--- config.mk ---
export PLATFORM = sky130hd
export DESIGN_NAME = imem_loader
export DESIGN_NICKNAME = d
export VERILOG_FILES = /design/src/rtl/imem_loader_pkg.sv /design/src/rtl/imem_loader_byte_packer.sv /design/src/rtl/imem_loader.sv
export SDC_FILE = /design/constraint.sdc
export NUM_CORES = 1
export LEC_CHECK = 0
export ABC_AREA = 0
export BUFFER_PORTS_ARGS = -buffer_cell sky130_fd_sc_hd__buf_2
export CAP_MARGIN = 5
export CELL_PAD_IN_SITES_DETAIL_PLACEMENT = 1
export CELL_PAD_IN_SITES_GLOBAL_PLACEMENT = 2
export CORE_ASPECT_RATIO = 0.75
export CORE_MARGIN = 2
export CORE_UTILIZATION = 35
export CTS_CLUSTER_SIZE = 24
export DETAILED_ROUTE_END_ITERATION = 16
export PLACE_DENSITY = 0.94
export SLEW_MARGIN = 30
export SYNTH_ARGS = -nofsm -noshare
export SYNTH_HDL_FRONTEND = slang
export SYNTH_SLANG_ARGS = --single-unit
--- constraint.sdc ---
create_clock -name clkFase -period 5.8 [get_ports clkFase]
set_input_delay 0.29 -clock clkFase [delete_from_list [all_inputs] [get_ports clkFase]]
set_output_delay 0.29 -clock clkFase [all_outputs]
set_load 0.005 [all_outputs]
--- src/rtl/imem_loader_pkg.sv ---
`default_nettype none
// ============================================================================
//  Module   : imem_loader_pkg
//  Brief    : Shared types and constants for the instruction-memory loader.
//  Revision : 1.0 - initial release
// ============================================================================
package imem_loader_pkg;

  localparam int BYTE_W     = 8;
  localparam int WORD_BYTES = 4;
  localparam int WORD_W     = BYTE_W * WORD_BYTES;

  // Loader FSM states; CHK is only reachable when the checksum option is built in
  typedef enum logic [2:0] {
    IDLE   = 3'd0,
    LEN_HI = 3'd1,
    LEN_LO = 3'd2,
    DATA   = 3'd3,
    WRITE  = 3'd4,
    CHK    = 3'd5,
    DONE   = 3'd6,
    ERR    = 3'd7
  } state_e;

  // Byte address of a word index (word index * 4)
  function automatic logic [31:0] word_byte_addr(input logic [29:0] idx);
    return {idx, 2'b00};
  endfunction

endpackage
`default_nettype wire

--- src/rtl/imem_loader_byte_packer.sv ---
`default_nettype none
// ============================================================================
//  Module   : byte_packer
//  Brief    : Packs a byte stream big-endian into 32-bit words. The fourth
//             byte completes the word combinationally, so only the first
//             three bytes of a word need to be stored.
//  Revision : 1.0 - initial release
// ============================================================================
module byte_packer
  import imem_loader_pkg::*;
(
  input  logic              clk_i,
  input  logic              rst_i,
  input  logic              clr_i,
  input  logic              push_i,
  input  logic [BYTE_W-1:0] byte_i,
  output logic              word_full_o,
  output logic [WORD_W-1:0] word_o
);

  logic [1:0]                       cnt_q;
  logic [BYTE_W*(WORD_BYTES-1)-1:0] sr_q;

  // Byte position counter and history of the bytes already received
  always_ff @(posedge clk_i) begin
    if (rst_i || clr_i) begin
      cnt_q <= 2'd0;
      sr_q  <= '0;
    end else if (push_i) begin
      cnt_q <= cnt_q + 2'd1;
      sr_q  <= {sr_q[BYTE_W*(WORD_BYTES-2)-1:0], byte_i};
    end
  end

  // Word completes on the push of the fourth byte
  always_comb begin
    word_full_o = push_i && (cnt_q == 2'd3);
    word_o      = {sr_q, byte_i};
  end

endmodule
`default_nettype wire

--- src/rtl/imem_loader.sv ---
`default_nettype none
// ============================================================================
//  Module   : imem_loader
//  Brief    : Loads a length-prefixed byte stream into the instruction memory
//             as 32-bit big-endian words at byte addresses 0,4,8,... and holds
//             the CPU until the program is complete.
//  Options  : LOADER_CHECKSUM_EN - adds a trailing XOR checksum byte (CHK).
//  Revision : 1.0 - initial release
// ============================================================================
module imem_loader
  import imem_loader_pkg::*;
#(
  parameter int DEPTH_WORDS = 64,
  parameter int LEN_W       = 16
) (
  input  logic              clkFase,
  input  logic              rstFase,
  input  logic              start,
  input  logic [BYTE_W-1:0] rx_data,
  input  logic              rx_valid,
  output logic              rx_ready,
  output logic              we,
  output logic [31:0]       wAddress,
  output logic [WORD_W-1:0] wData,
  output logic              cpu_hold,
  output logic              done,
  output logic              error
);

  state_e             state_q, state_d;
  logic [BYTE_W-1:0]  len_hi_q;
  logic [LEN_W-1:0]   count_q;
  logic [LEN_W-1:0]   idx_q;
  logic               we_q;
  logic [31:0]        waddr_q;
  logic [WORD_W-1:0]  wdata_q;

  logic               start_load;
  logic               pack_push;
  logic               word_full;
  logic [WORD_W-1:0]  packed_word;
  logic [LEN_W-1:0]   len_word;
  logic               last_word;

  // start is honoured only when no load is in progress
  assign start_load = start && ((state_q == IDLE) || (state_q == DONE) || (state_q == ERR));
  assign pack_push  = rx_valid && (state_q == DATA);
  // Length header is two bytes, high byte first
  assign len_word   = LEN_W'({len_hi_q, rx_data});
  assign last_word  = ((idx_q + LEN_W'(1)) == count_q);

  byte_packer u_packer (
    .clk_i       (clkFase),
    .rst_i       (rstFase),
    .clr_i       (start_load),
    .push_i      (pack_push),
    .byte_i      (rx_data),
    .word_full_o (word_full),
    .word_o      (packed_word)
  );

`ifdef LOADER_CHECKSUM_EN
  logic [BYTE_W-1:0] csum_q;

  // Running XOR over every data byte of the current load
  always_ff @(posedge clkFase) begin
    if (rstFase || start_load) begin
      csum_q <= '0;
    end else if (pack_push) begin
      csum_q <= csum_q ^ rx_data;
    end
  end
`endif

  // FSM state register
  always_ff @(posedge clkFase) begin
    if (rstFase) begin
      state_q <= IDLE;
    end else begin
      state_q <= state_d;
    end
  end

  // Next-state and state-decoded outputs
  always_comb begin
    state_d  = state_q;
    rx_ready = 1'b0;
    cpu_hold = 1'b1;
    done     = 1'b0;
    error    = 1'b0;
    case (state_q)
      IDLE: begin
        if (start) state_d = LEN_HI;
      end
      LEN_HI: begin
        rx_ready = 1'b1;
        if (rx_valid) state_d = LEN_LO;
      end
      LEN_LO: begin
        rx_ready = 1'b1;
        if (rx_valid) begin
          if (len_word == '0)                         state_d = DONE;
          else if (len_word > LEN_W'(DEPTH_WORDS))    state_d = ERR;
          else                                        state_d = DATA;
        end
      end
      DATA: begin
        rx_ready = 1'b1;
        if (word_full) state_d = WRITE;
      end
      WRITE: begin
        if (last_word) begin
`ifdef LOADER_CHECKSUM_EN
          state_d = CHK;
`else
          state_d = DONE;
`endif
        end else begin
          state_d = DATA;
        end
      end
      CHK: begin
`ifdef LOADER_CHECKSUM_EN
        rx_ready = 1'b1;
        if (rx_valid) state_d = (rx_data == csum_q) ? DONE : ERR;
`else
        state_d = ERR;
`endif
      end
      DONE: begin
        done     = 1'b1;
        cpu_hold = 1'b0;
        if (start) state_d = LEN_HI;
      end
      ERR: begin
        error = 1'b1;
        if (start) state_d = LEN_HI;
      end
      default: state_d = IDLE;
    endcase
  end

  // Length/index bookkeeping and the registered write port
  always_ff @(posedge clkFase) begin
    if (rstFase) begin
      len_hi_q <= '0;
      count_q  <= '0;
      idx_q    <= '0;
      we_q     <= 1'b0;
      waddr_q  <= '0;
      wdata_q  <= '0;
    end else begin
      // Strobe lands in the WRITE cycle, one cycle after the 4th byte
      we_q <= word_full;
      if (start_load) begin
        count_q <= '0;
        idx_q   <= '0;
      end
      if ((state_q == LEN_HI) && rx_valid) len_hi_q <= rx_data;
      if ((state_q == LEN_LO) && rx_valid) count_q  <= len_word;
      if (word_full) begin
        waddr_q <= word_byte_addr(30'(idx_q));
        wdata_q <= packed_word;
      end
      if (state_q == WRITE) idx_q <= idx_q + LEN_W'(1);
    end
  end

  assign we       = we_q;
  assign wAddress = waddr_q;
  assign wData    = wdata_q;

endmodule
`default_nettype wire

---- Word-level counts from Yosys, hierarchy flattened ----
Cells that the tools add are included.
word-level totals
  flip-flop bits (word level) ............. 118
  input bits .............................. 12
  output and inout bits ................... 69
  logic and storage cells ................. 55
cells by class
  $add $sub $neg .......................... 2
  magnitude comparators ................... 1
  eq/ne operators ......................... 13
  muxes and demuxes ....................... 15
  reduce and logical (&&, ||, !) cells .... 15
operators with widths
  cell                                                            number
  2-to-1 mux 16 bit                                               3
  2-to-1 mux 3 bit                                                7
  one-hot mux 3 bit (6 select lines)                              1
  adder 16 x 1 -> 16 bit, second input constant                   1
  equality test 16 bit                                            1
  greater-than comparator 16 x 7 -> 1 bit, second input constant  1
  zero test 16 bit                                                1
  equality test 3 bit, second input constant                      4
  equality test 3 x 2 -> 1 bit, second input constant             2
  inequality test 2 bit, second input constant                    3
  OR reduction 3 bit                                              2
  logical AND 1 bit                                               5
  2-to-1 mux 1 bit                                                4
  AND reduction 4 bit                                             1
  nonzero test 2 bit                                              2
  equality test 3 x 1 -> 1 bit, second input constant             1
  zero test 3 bit                                                 1
  logical OR 1 bit                                                3
  adder 2 x 1 -> 2 bit, second input constant                     1
  equality test 2 bit, second input constant                      1
  inequality test 2 x 1 -> 1 bit, second input constant           1

---- Longest topological paths before layout ----
Gate-level depths: netlist of run 1.
  word-level depth ........................ 6
  mapped depth ............................ 9
  mapped depth without buffers ............ 7

---- Cells and area by module ----
Synthesis of run 1 repeated with hierarchy kept, for this count alone.
second synthesis, totals
  cell total of the unflattened synthesis .. 608
  area, all modules ....................... 5,403.9 um^2
by module, submodules not included
  module       times used  cells an instance  area each (um^2)  seq. area each (um^2)
  imem_loader  1           513                4,364.2           1,841.8
  byte_packer  1           95                 1,039.7           520.5

---- Worst setup path after synthesis of run 1 ----
OpenSTA, ideal clock, no wires.
  path kind ............................... flip-flop to flip-flop
  start point ............................. reg idx_q[1]
  end point ............................... reg state_q[0]
  library setup time ...................... 0.115 ns
  data arrival time ....................... 2.204 ns
  data required time ...................... 5.685 ns
  path slack .............................. 3.482 ns
  stages on the path, launching flop included .. 9
  buffers on the path ..................... 1
  period minus slack after synthesis ...... 2.318 ns
  cell sequence ........................... dfxtp_1 ha_1 buf_2 nand3_2 or4_4 a211oi_2 o311ai_1 a2111o_1 o21a_1
between the ends
  longest elaborated chain between the ends .. 4
ends and longest elaborated chain
  item                                RTL line            source
  from (decl)                         imem_loader.sv:33   logic [LEN_W-1:0] idx_q;
  from (signal assigned)              imem_loader.sv:165  if (state_q == WRITE) idx_q <= idx_q + LEN_W'(1);
  adder 16 x 1 -> 16 bit              imem_loader.sv:50   assign last_word = ((idx_q + LEN_W'(1)) == count_q);
  equality test 16 bit                imem_loader.sv:50
  2-to-1 mux 3 bit                    imem_loader.sv:112  if (last_word) begin
  one-hot mux 3 bit (6 select lines)  imem_loader.sv:91   case (state_q)
  to (signal assigned)                imem_loader.sv:80   state_q <= state_d;
  to (decl)                           imem_loader.sv:30   state_e state_q, state_d;
Every way passes these cells.
A chain may end at the register's enable or synchronous reset.

---- Worst setup path after layout of run 1 ----
  start point ............................. reg idx_q[0]
  end point ............................... reg state_q[0]
The elaborated chain is that of the path after synthesis.

==> results of run 1 <==
report_power, final:
part           leakage [nW]  internal (mW)  switching (mW)
sequential            0.951          0.835          0.0424
combinational          1.07          0.101           0.193
clock                 0.314          0.781           0.363
total                  2.34           1.72           0.598
per-stage QoR:
step / util (%) / area [um^2] / std cells / power, mW / hold WS, ns
5_1_grt: 42.8 / 6200 / 912 / 2.41 / 0.181
6_report: 42.8 / 6200 / 912 / 2.32 / 0.183
4_1_cts: 42.8 / 6200 / 912 / 2.33 / 0.169
3_3_place_gp: 38.4 / 5560 / 881 / 1.17 / 0.441
3_5_place_dp: 38.4 / 5560 / 881 / 1.18 / 0.447
2_1_floorplan: - / 5280 / 676 / 1.10 / 0.426
path summary, 6_finish.rpt:
check                           depth (start not counted)         end  startpoint  slack [ns]
worst min register to register                          2   wData[27]   wData[27]        0.45
worst max-delay path                                    7  state_q[0]    idx_q[0]        3.06
worst min-delay path                                    3    wData[1]  rx_data[1]        0.18
worst max register to register                          7  state_q[0]    idx_q[0]        3.06
logic make-up after synthesis:
group                    synth area share, %
AO/OA/AOI/OAI                           17.6
XOR/XNOR                                3.52
adder cells (fa/ha/maj)                0.479
buffers and inverters                   7.05
flip-flops                              45.3
multiplexers                            2.11
other                                 0.0718
AND/OR/NAND/NOR                         23.9
per-layer routing:
layer  global-route usage, %  up-vias  routed length, um
met5                       0        -                  0
met4                    5.23        0                170
met3                    5.06       12                600
met2                    32.1       92               7040
met1                    27.1     2325               7440
li1                        -     2304                  -
final cells by class:
| class | count | area [um^2] |
|---|---|---|
| Inverter | 8 | 30.0 |
| Clock buffer | 22 | 464 |
| Fill cell | 1760 | 8300 |
| Timing Repair Buffer | 71 | 377 |
| Tap cell | 200 | 250 |
| Clock inverter | 9 | 174 |
| Sequential cell | 118 | 2360 |
| Multi-Input combinational cell | 484 | 2550 |
synthesized netlist by cell type (5+ instances only):
| cell | count |
|---|---|
| nand4_1 | 5 |
| dfxtp_1 | 118 |
| xor2_1 | 6 |
| nand2_1 | 161 |
| nand3_1 | 8 |
| a22oi_1 | 18 |
| o21ai_0 | 18 |
| buf_4 | 16 |
| nor3_1 | 10 |
| clkbuf_1 | 38 |
| buf_2 | 6 |
| xnor2_1 | 15 |
| a21oi_1 | 96 |
| mux2i_1 | 11 |
| inv_1 | 7 |
| nor2_1 | 51 |
| and3_1 | 5 |
| or3_1 | 6 |
worst max-delay path, stage by stage (launching register included):
cell and delay (ns):
dfxtp_1 0.52, ha_1 0.43, nand3_2 0.21, or4_4 0.53, a211oi_2 0.19, o311ai_1 0.12, a2111o_1 0.44, o21a_1 0.18
sequential cells by signal, indices dropped and copies added (netlist names):
| name | flops |
|---|---|
| wData | 32 |
| idx_q | 16 |
| we | 1 |
| u_packer.sr_q | 24 |
| count_q | 16 |
| u_packer.cnt_q | 2 |
| wAddress | 16 |
| state_q | 3 |
| len_hi_q | 8 |
==> impl_results.md, run 1 <==
- CTS resizes: 0
- Largest net degree at the start of global routing: 94
- Initial antenna violation count: 0
- Cells after synthesis: 661
- Setup violations, final: 0
- Via count: 4733
- Global-route wire length before repair: 25400 um
- Post-CTS setup buffers: 0
- Main flop type after synthesis: dfxtp_1
- Diode count: 0
- Synthesized area: 5220 um^2
- Root Buffer: clkbuf_16
- Post-synth EDFFs: 0
- Vias per cell: 5.19
- Drt wl/cell: 16.7 um
- Grt ovf: 0
- Die height: 110 um
- Residual DRC: 0
- Vias in the first global route: 4798
- Most frequent cells in the layout: 161 x nand2_1, 118 x dfxtp_1, 96 x a21oi_1, 64 x buf_2, 51 x nor2_1
- Crit path arrival time: 3.04 ns
- Seq/Total Area, Yosys: 45.3%
- Final TNS setup: 0 ns
- IO Pins: 81
- Worst skew pair latency: 0.41 ns
- Netlist cell types: 55
- Core area: 14500 um^2
- Final hold vios: 0
- RSZ-0062 raised after global routing: no
- Final Max Slew Viols: 0
- Setup ws final: 3.06 ns
- CTS Buffer Depth: 2
- Cell row count: 38
- PD cells: 373 nW/um^2
- Max H-tree Level: 4
- Final #Nets: 714
- Final Skew: 0.00920 ns
- Most common cell after layout, fill and taps aside: nand2_1
- Iteration-0 DRC count of the detailed router: 328
- Leading area contributor after synthesis: dfxtp_1
- Clock sink count: 118
- # port buffers: 64
- Fmax: 365 MHz
- Placer congestion estimate: 0.874
- Crit path kind: reg2reg
- Yosys warns: 0
- Drt total wl: 15300 um
- ANT nets after route: 0
- Crit path launch type: register
- Least-Margin Pin Slew: 0.873 ns
- Minimum clock period: 2.74 ns
- Detailed-router iteration count before antenna repair: 4
- DP Wirelength: 10400 um
- Initial Utilization: 36.0%
- Hold buffers post-CTS: 0
- Pre-CTS setup slack: 3.11 ns
- Relative slew slack: 41.8%
- Mean post-synth cell area: 7.90 um^2
- CTS buffer count: 17
- Die area: 15900 um^2
- Maximum VDD drop: 0.237 mV
- Max_cap viols: 0
- Crit Path Max Fanout: 9
- Yosys top cell area share: 45.3%
- Leakage dissipation: 2.34 nW
- Worst path required time: 6.10 ns
- GRT Total Usage: 20.0%
- FF+latch count, synth: 118
- Worst min path class: in2reg
- DIE WIDTH: 145 um
- CP endpoint kind: register
- Clock-pin transition on the worst setup and hold timing paths: 0.05 ns
- Status: complete, no violations
- CTS tree: built
- Synth-to-layout area growth: 18.8%
- Area contributors post-synth: dfxtp_1 45%, nand2_1 12%, a21oi_1 9.2%
- FFs w/ async S/R, synth: 0%
- Part of the cycle the worst path needs: 47.3%
- Layout cells sized above 1: 15.3%
(Power assumes the default switching activity.)
==> run 2, diff against run 1 <==
--- a/config.mk
+++ b/config.mk
@@ -12,10 +12,10 @@
 export CELL_PAD_IN_SITES_GLOBAL_PLACEMENT = 2
 export CORE_ASPECT_RATIO = 0.75
 export CORE_MARGIN = 2
-export CORE_UTILIZATION = 35
+export CORE_UTILIZATION = 30
 export CTS_CLUSTER_SIZE = 24
 export DETAILED_ROUTE_END_ITERATION = 16
-export PLACE_DENSITY = 0.94
+export PLACE_DENSITY = 0.86
 export SLEW_MARGIN = 30
 export SYNTH_ARGS = -nofsm -noshare
 export SYNTH_HDL_FRONTEND = slang
==> constraint.sdc (replaced) <==
create_clock -name clkFase -period 2.2 [get_ports clkFase]
set_input_delay 0.11 -clock clkFase [delete_from_list [all_inputs] [get_ports clkFase]]
set_output_delay 0.11 -clock clkFase [all_outputs]
set_load 0.005 [all_outputs]
==> impl_results.md, run 2 (same netlist as run 1, synthesis figures left out) <==
- Crit Path Max Fanout: 5
- Vias in the first global route: 5056
- PD cells: 910 nW/um^2
- Part of the cycle the worst path needs: 100%
- Failing checks: negative setup slack
- Seq pwr share: 37.1%
- Clock sink count: 118
- Initial antenna violation count: 0
- Residual DRC: 0
- Max_cap viols: 0
- Synth-to-layout area growth: 29.1%
- Vias per cell: 5.05
- Placer congestion estimate: 0.843
- Die area: 18500 um^2
- Detailed-router iteration count before antenna repair: 4
- Grt ovf: 0
- CTS Buffer Depth: 2
- Least-Margin Pin Slew: 0.530 ns
- Max reg flops: 32
- DIE WIDTH: 156 um
- Most common cell after layout, fill and taps aside: nand2_1
- Non-Filler Instances: 979
- Fmax: 454 MHz
- Clock-pin transition on the worst setup and hold timing paths: 0.06 ns
- Final #Nets: 766
- Final Max Slew Viols: 0
- Drt wl/cell: 17.1 um
- # port buffers: 64
- Max H-tree Level: 4
- Dpl cells: 942
- Status: finished, violations left
- Diode count: 0
- ANT nets after route: 0
- Switch share: 28.1%
- P_sw: 1.72 mW
- Final hold vios: 0
- Worst skew pair latency: 0.43 ns
- Int Pwr: 4.41 mW
- Crit path launch type: register
- Minimum clock period: 2.20 ns
- CTS tree: built
- Comb pwr share: 14.3%
- Relative slew slack: 64.3%
- Drt total wl: 16800 um
- RSZ-0062 raised after global routing: yes
- Worst path required time: 2.51 ns
- IO Pins: 81
- Setup violations, final: 1
- Via count: 4943
- Cell row count: 41
- Initial Utilization: 30.8%
- Crit path arrival time: 2.51 ns
- Final Skew: 0.0111 ns
- Maximum VDD drop: 0.456 mV
- Core area: 16900 um^2
- Largest net degree at the start of global routing: 50
- Setup ws final: -0.00433 ns
- Global-route wire length before repair: 26900 um
- Iteration-0 DRC count of the detailed router: 335
- Root Buffer: clkbuf_16
- Layout cells sized above 1: 23.2%
- Worst min path class: in2reg
- CP endpoint kind: register
- Pre-CTS setup slack: -0.113 ns
- Most frequent cells in the layout: 161 x nand2_1, 111 x dfxtp_1, 96 x a21oi_1, 64 x buf_2, 52 x buf_4
- GRT Total Usage: 18.8%
- Die height: 118 um
- DP Wirelength: 11800 um
- Clk pwr share: 48.5%
- Crit path kind: reg2reg
- CTS buffer count: 17
- Leakage dissipation: 2.62 nW
-- run 2: cell count changes in the layout (fill, tap and decap cells not counted), moves of 4 or more --
cell,previous run,this run
dfxtp_1,118,111
dlygate4sd3_1,0,4
buf_4,6,52
dfxtp_2,0,5
-- run 2: worst max-delay path, stage by stage, from the launching register on --
cell      delay (ns)
dfxtp_4         0.39
ha_4            0.16
nand3_4         0.08
or4_4           0.49
a211oi_2        0.19
o311ai_1        0.13
a2111o_1        0.46
o21a_1          0.18
-- run 2: metrics by stage --
step	power [mW]	setup TNS [ns]	utilization (%)	hold slack, ns	instance area [um^2]
after detailed placement	3.18	-0.218	35.1	0.424	5950
after floorplan	2.89	0	-	0.246	5290
after global routing	6.37	-0.122	39.8	0.0132	6740
after global placement	3.15	-0.184	35.1	0.413	5950
final	6.13	-0.00433	39.8	0.0150	6740
after CTS	6.16	0	39.6	0.0129	6710
-- run 2: cell type report --
cell class / instances / area, um^2
fillers: 2009 / 10200
multi-input cells: 484 / 2640
flip-flops and latches: 118 / 2380
repair buffers: 123 / 793
clock buffers: 17 / 425
well taps: 215 / 269
clock inverters: 14 / 199
inverters: 8 / 30.0
-- run 2: worst paths after layout --
| check | startpoint | slack (ns) | to | cells past startpoint |
|---|---|---|---|---|
| worst max-delay path | idx_q[1] | -0.004 | state_q[0] | 7 |
| worst min-delay path | rx_data[7] | 0.02 | wData[7] | 3 |
| worst max register to register | idx_q[1] | -0.004 | state_q[0] | 7 |
| worst min register to register | wAddress[8] | 0.45 | wAddress[8] | 2 |
-- run 2: metal layers --
metal / vias to the layer above / GRT usage [%] / share of wire [%]
met5: - / 0 / 0
met4: 0 / 5.96 / 0.97
met3: 15 / 4.40 / 4.1
met2: 100 / 28.0 / 44
met1: 2428 / 26.6 / 51
li1: 2400 / - / -
-- run 2: timing repair --
item / CTS / global route
pin swaps: 1 / 4
hold buffers: 4 / 0
resized for setup: 17 / 7
cloned: 0 / 0
hold endpoints to repair: 7 / 0
setup buffers: 1 / 1
setup endpoints to repair: 2 / 2
-- run 2: power groups by stage --
stage	registers [mW]	clock network, mW	logic, mW
floorplan	2.29	0	0.604
finish	2.28	2.98	0.878
CTS	2.28	3.01	0.875
global placement	2.32	0	0.830
detailed placement	2.32	0	0.858
global route	2.29	3.13	0.959
==> run 3, diff against run 2 <==
--- a/config.mk
+++ b/config.mk
@@ -11,10 +11,11 @@
 export CELL_PAD_IN_SITES_DETAIL_PLACEMENT = 1
 export CELL_PAD_IN_SITES_GLOBAL_PLACEMENT = 2
 export CORE_ASPECT_RATIO = 0.75
-export CORE_MARGIN = 2
+export CORE_MARGIN = 5
 export CORE_UTILIZATION = 30
 export CTS_CLUSTER_SIZE = 24
 export DETAILED_ROUTE_END_ITERATION = 16
+export HOLD_SLACK_MARGIN = 0.08
 export PLACE_DENSITY = 0.86
 export SLEW_MARGIN = 30
 export SYNTH_ARGS = -nofsm -noshare
==> impl_results.md, run 3 (same netlist as run 1, synthesis figures left out) <==
- Placer congestion estimate: 0.867
- Drt wl/cell: 17.7 um
- Cell row count: 41
- Synth-to-layout area growth: 32.0%
- Grt ovf: 0
- Most common cell after layout, fill and taps aside: nand2_1
- CP Cell Sequence: buf_6, nand4_4, or3_4, a2111oi_4, o211ai_1, a2111o_1, o21a_1
- Most frequent cells in the layout: 160 x nand2_1, 110 x dfxtp_1, 96 x a21oi_1, 64 x buf_2, 57 x buf_4
- Setup violations, final: 1
- Worst min path class: in2reg
- Die area: 20200 um^2
- Vias per cell: 5.08
- Worst path bufs/invs: 1
- Clk pwr share: 48.5%
- CP top delay family: compound AO/OA/AOI/OAI gates
- # fillers: 2027
- Diode count: 0
- Final #Nets: 777
- Die height: 124 um
- IO Pins: 81
- Max reg flops: 32
- DIE WIDTH: 162 um
- Crit path launch type: register
- Clock-pin transition on the worst setup and hold timing paths: 0.06 ns
- ANT nets after route: 0
- Leakage dissipation: 2.68 nW
- Clock sink count: 118
- FF-to-FF path depth: 7
- Max_cap viols: 0
- CTS buffer count: 17
- Crit path kind: reg2reg
- Core area: 16900 um^2
- Seq pwr share: 36.5%
- Failing checks: negative setup slack
- Slowest CP cell: a2111o_1
- Maximum VDD drop: 0.531 mV
- Initial antenna violation count: 0
- Status: finished, violations left
- Initial Utilization: 30.8%
- Layout cells sized above 1: 24.6%
- Relative slew slack: 60.1%
- Switch share: 28.1%
- DP Wirelength: 12400 um
- Max H-tree Level: 4
- Pre-CTS setup slack: -0.253 ns
- Final hold slack: 0.159 ns
- Worst path required time: 2.51 ns
- CTS Buffer Depth: 2
- Comb pwr share: 15.0%
- Fin util: 40.7%
- Global-route wire length before repair: 28800 um
- Drt total wl: 17600 um
- Detailed-router iteration count before antenna repair: 4
- CTS tree: built
- Final Max Slew Viols: 0
- # port buffers: 64
- PD cells: 895 nW/um^2
- Fmax: 450 MHz
- Crit Path Max Fanout: 3
- Part of the cycle the worst path needs: 101%
- CP endpoint kind: register
- RSZ-0062 raised after global routing: yes
- Root Buffer: clkbuf_16
- Worst path max stage delay: 0.46 ns
- Worst skew pair latency: 0.42 ns
- Minimum clock period: 2.22 ns
- Int Pwr: 4.43 mW
- P_sw: 1.73 mW
- Final hold vios: 0
- Residual DRC: 0
- Vias in the first global route: 5272
- Iteration-0 DRC count of the detailed router: 258
- Setup ws final: -0.0224 ns
- Least-Margin Pin Slew: 0.594 ns
- GRT Total Usage: 17.7%
- Via count: 5032
- Hold path cells: 3
- Crit path arrival time: 2.54 ns
- Final Skew: 0.00820 ns
- Crit path depth: 7
- Largest net degree at the start of global routing: 50
==> run 3: cell count changes in the layout (fill, tap and decap cells not counted), moves of 2 or more <==
cell | before | now
buf_4 | 52 | 57
buf_6 | 2 | 4
clkinv_4 | 4 | 2
clkinvlp_4 | 1 | 4
dfxtp_2 | 5 | 2
dfxtp_4 | 2 | 6
dlygate4sd3_1 | 4 | 8
==> run 3: final cells by class <==
class / instances / area, um^2 / share of cell area (%)
Multi-Input combinational cell: 484 / 2680 / 38.9
Tap cell: 215 / 269 / 3.90
Timing Repair Buffer: 134 / 893 / 13.0
Clock buffer: 18 / 429 / 6.23
Inverter: 8 / 30.0 / 0.436
Sequential cell: 118 / 2390 / 34.6
Clock inverter: 14 / 199 / 2.89
==> run 3: path summary, 6_finish.rpt <==
check / startpoint / end / slack (ns)
hold / removal: start / state_q[2] / 0.16
setup / recovery: idx_q[1] / state_q[0] / -0.02
setup reg to reg: idx_q[1] / state_q[0] / -0.02
hold reg to reg: wAddress[14] / wAddress[14] / 0.45
==> run 3: stage by stage <==
step                cell area (um^2)  TNS, ns  instances  total power, mW
finish                          6890  -0.0224        991             6.17
global route                    6890   -0.121        991             6.43
CTS                             6790  -0.0225        990             6.23
detailed placement              5980   -0.453        947             3.19
global placement                5980   -0.113        947             3.15
floorplan                       5290        0        676             2.89
==> run 3: power groups by stage <==
stage | clock (mW) | sequential, mW | combinational (mW)
2_1_floorplan | 0 | 2.29 | 0.604
3_3_place_gp | 0 | 2.29 | 0.860
3_5_place_dp | 0 | 2.30 | 0.895
4_1_cts | 3.05 | 2.25 | 0.923
5_1_grt | 3.15 | 2.26 | 1.02
6_report | 2.99 | 2.25 | 0.927
==> run 3: layer usage <==
layer	global-route usage, %	up-vias	routed length (um)
li1	-	2436	-
met1	24.4	2462	8400
met2	27.3	109	8050
met3	3.70	25	813
met4	6.56	0	315
met5	0	-	0
==> run 3: what timing repair did <==
| item | 4_1_cts | 5_1_grt |
|---|---|---|
| hold buffers | 8 | 0 |
| setup endpoints to repair | 2 | 2 |
| setup buffers | 3 | 1 |
| pin swaps | 8 | 10 |
| cloned | 0 | 0 |
| hold endpoints to repair | 27 | 0 |
| gates resized for setup | 18 | 19 |
==> run 3: worst reg2reg max path, stage by stage (launching register included) <==
cell and delay [ns]:
dfxtp_4 0.37, buf_6 0.11, nand4_4 0.11, or3_4 0.41, a2111oi_4 0.34, o211ai_1 0.13, a2111o_1 0.46, o21a_1 0.19
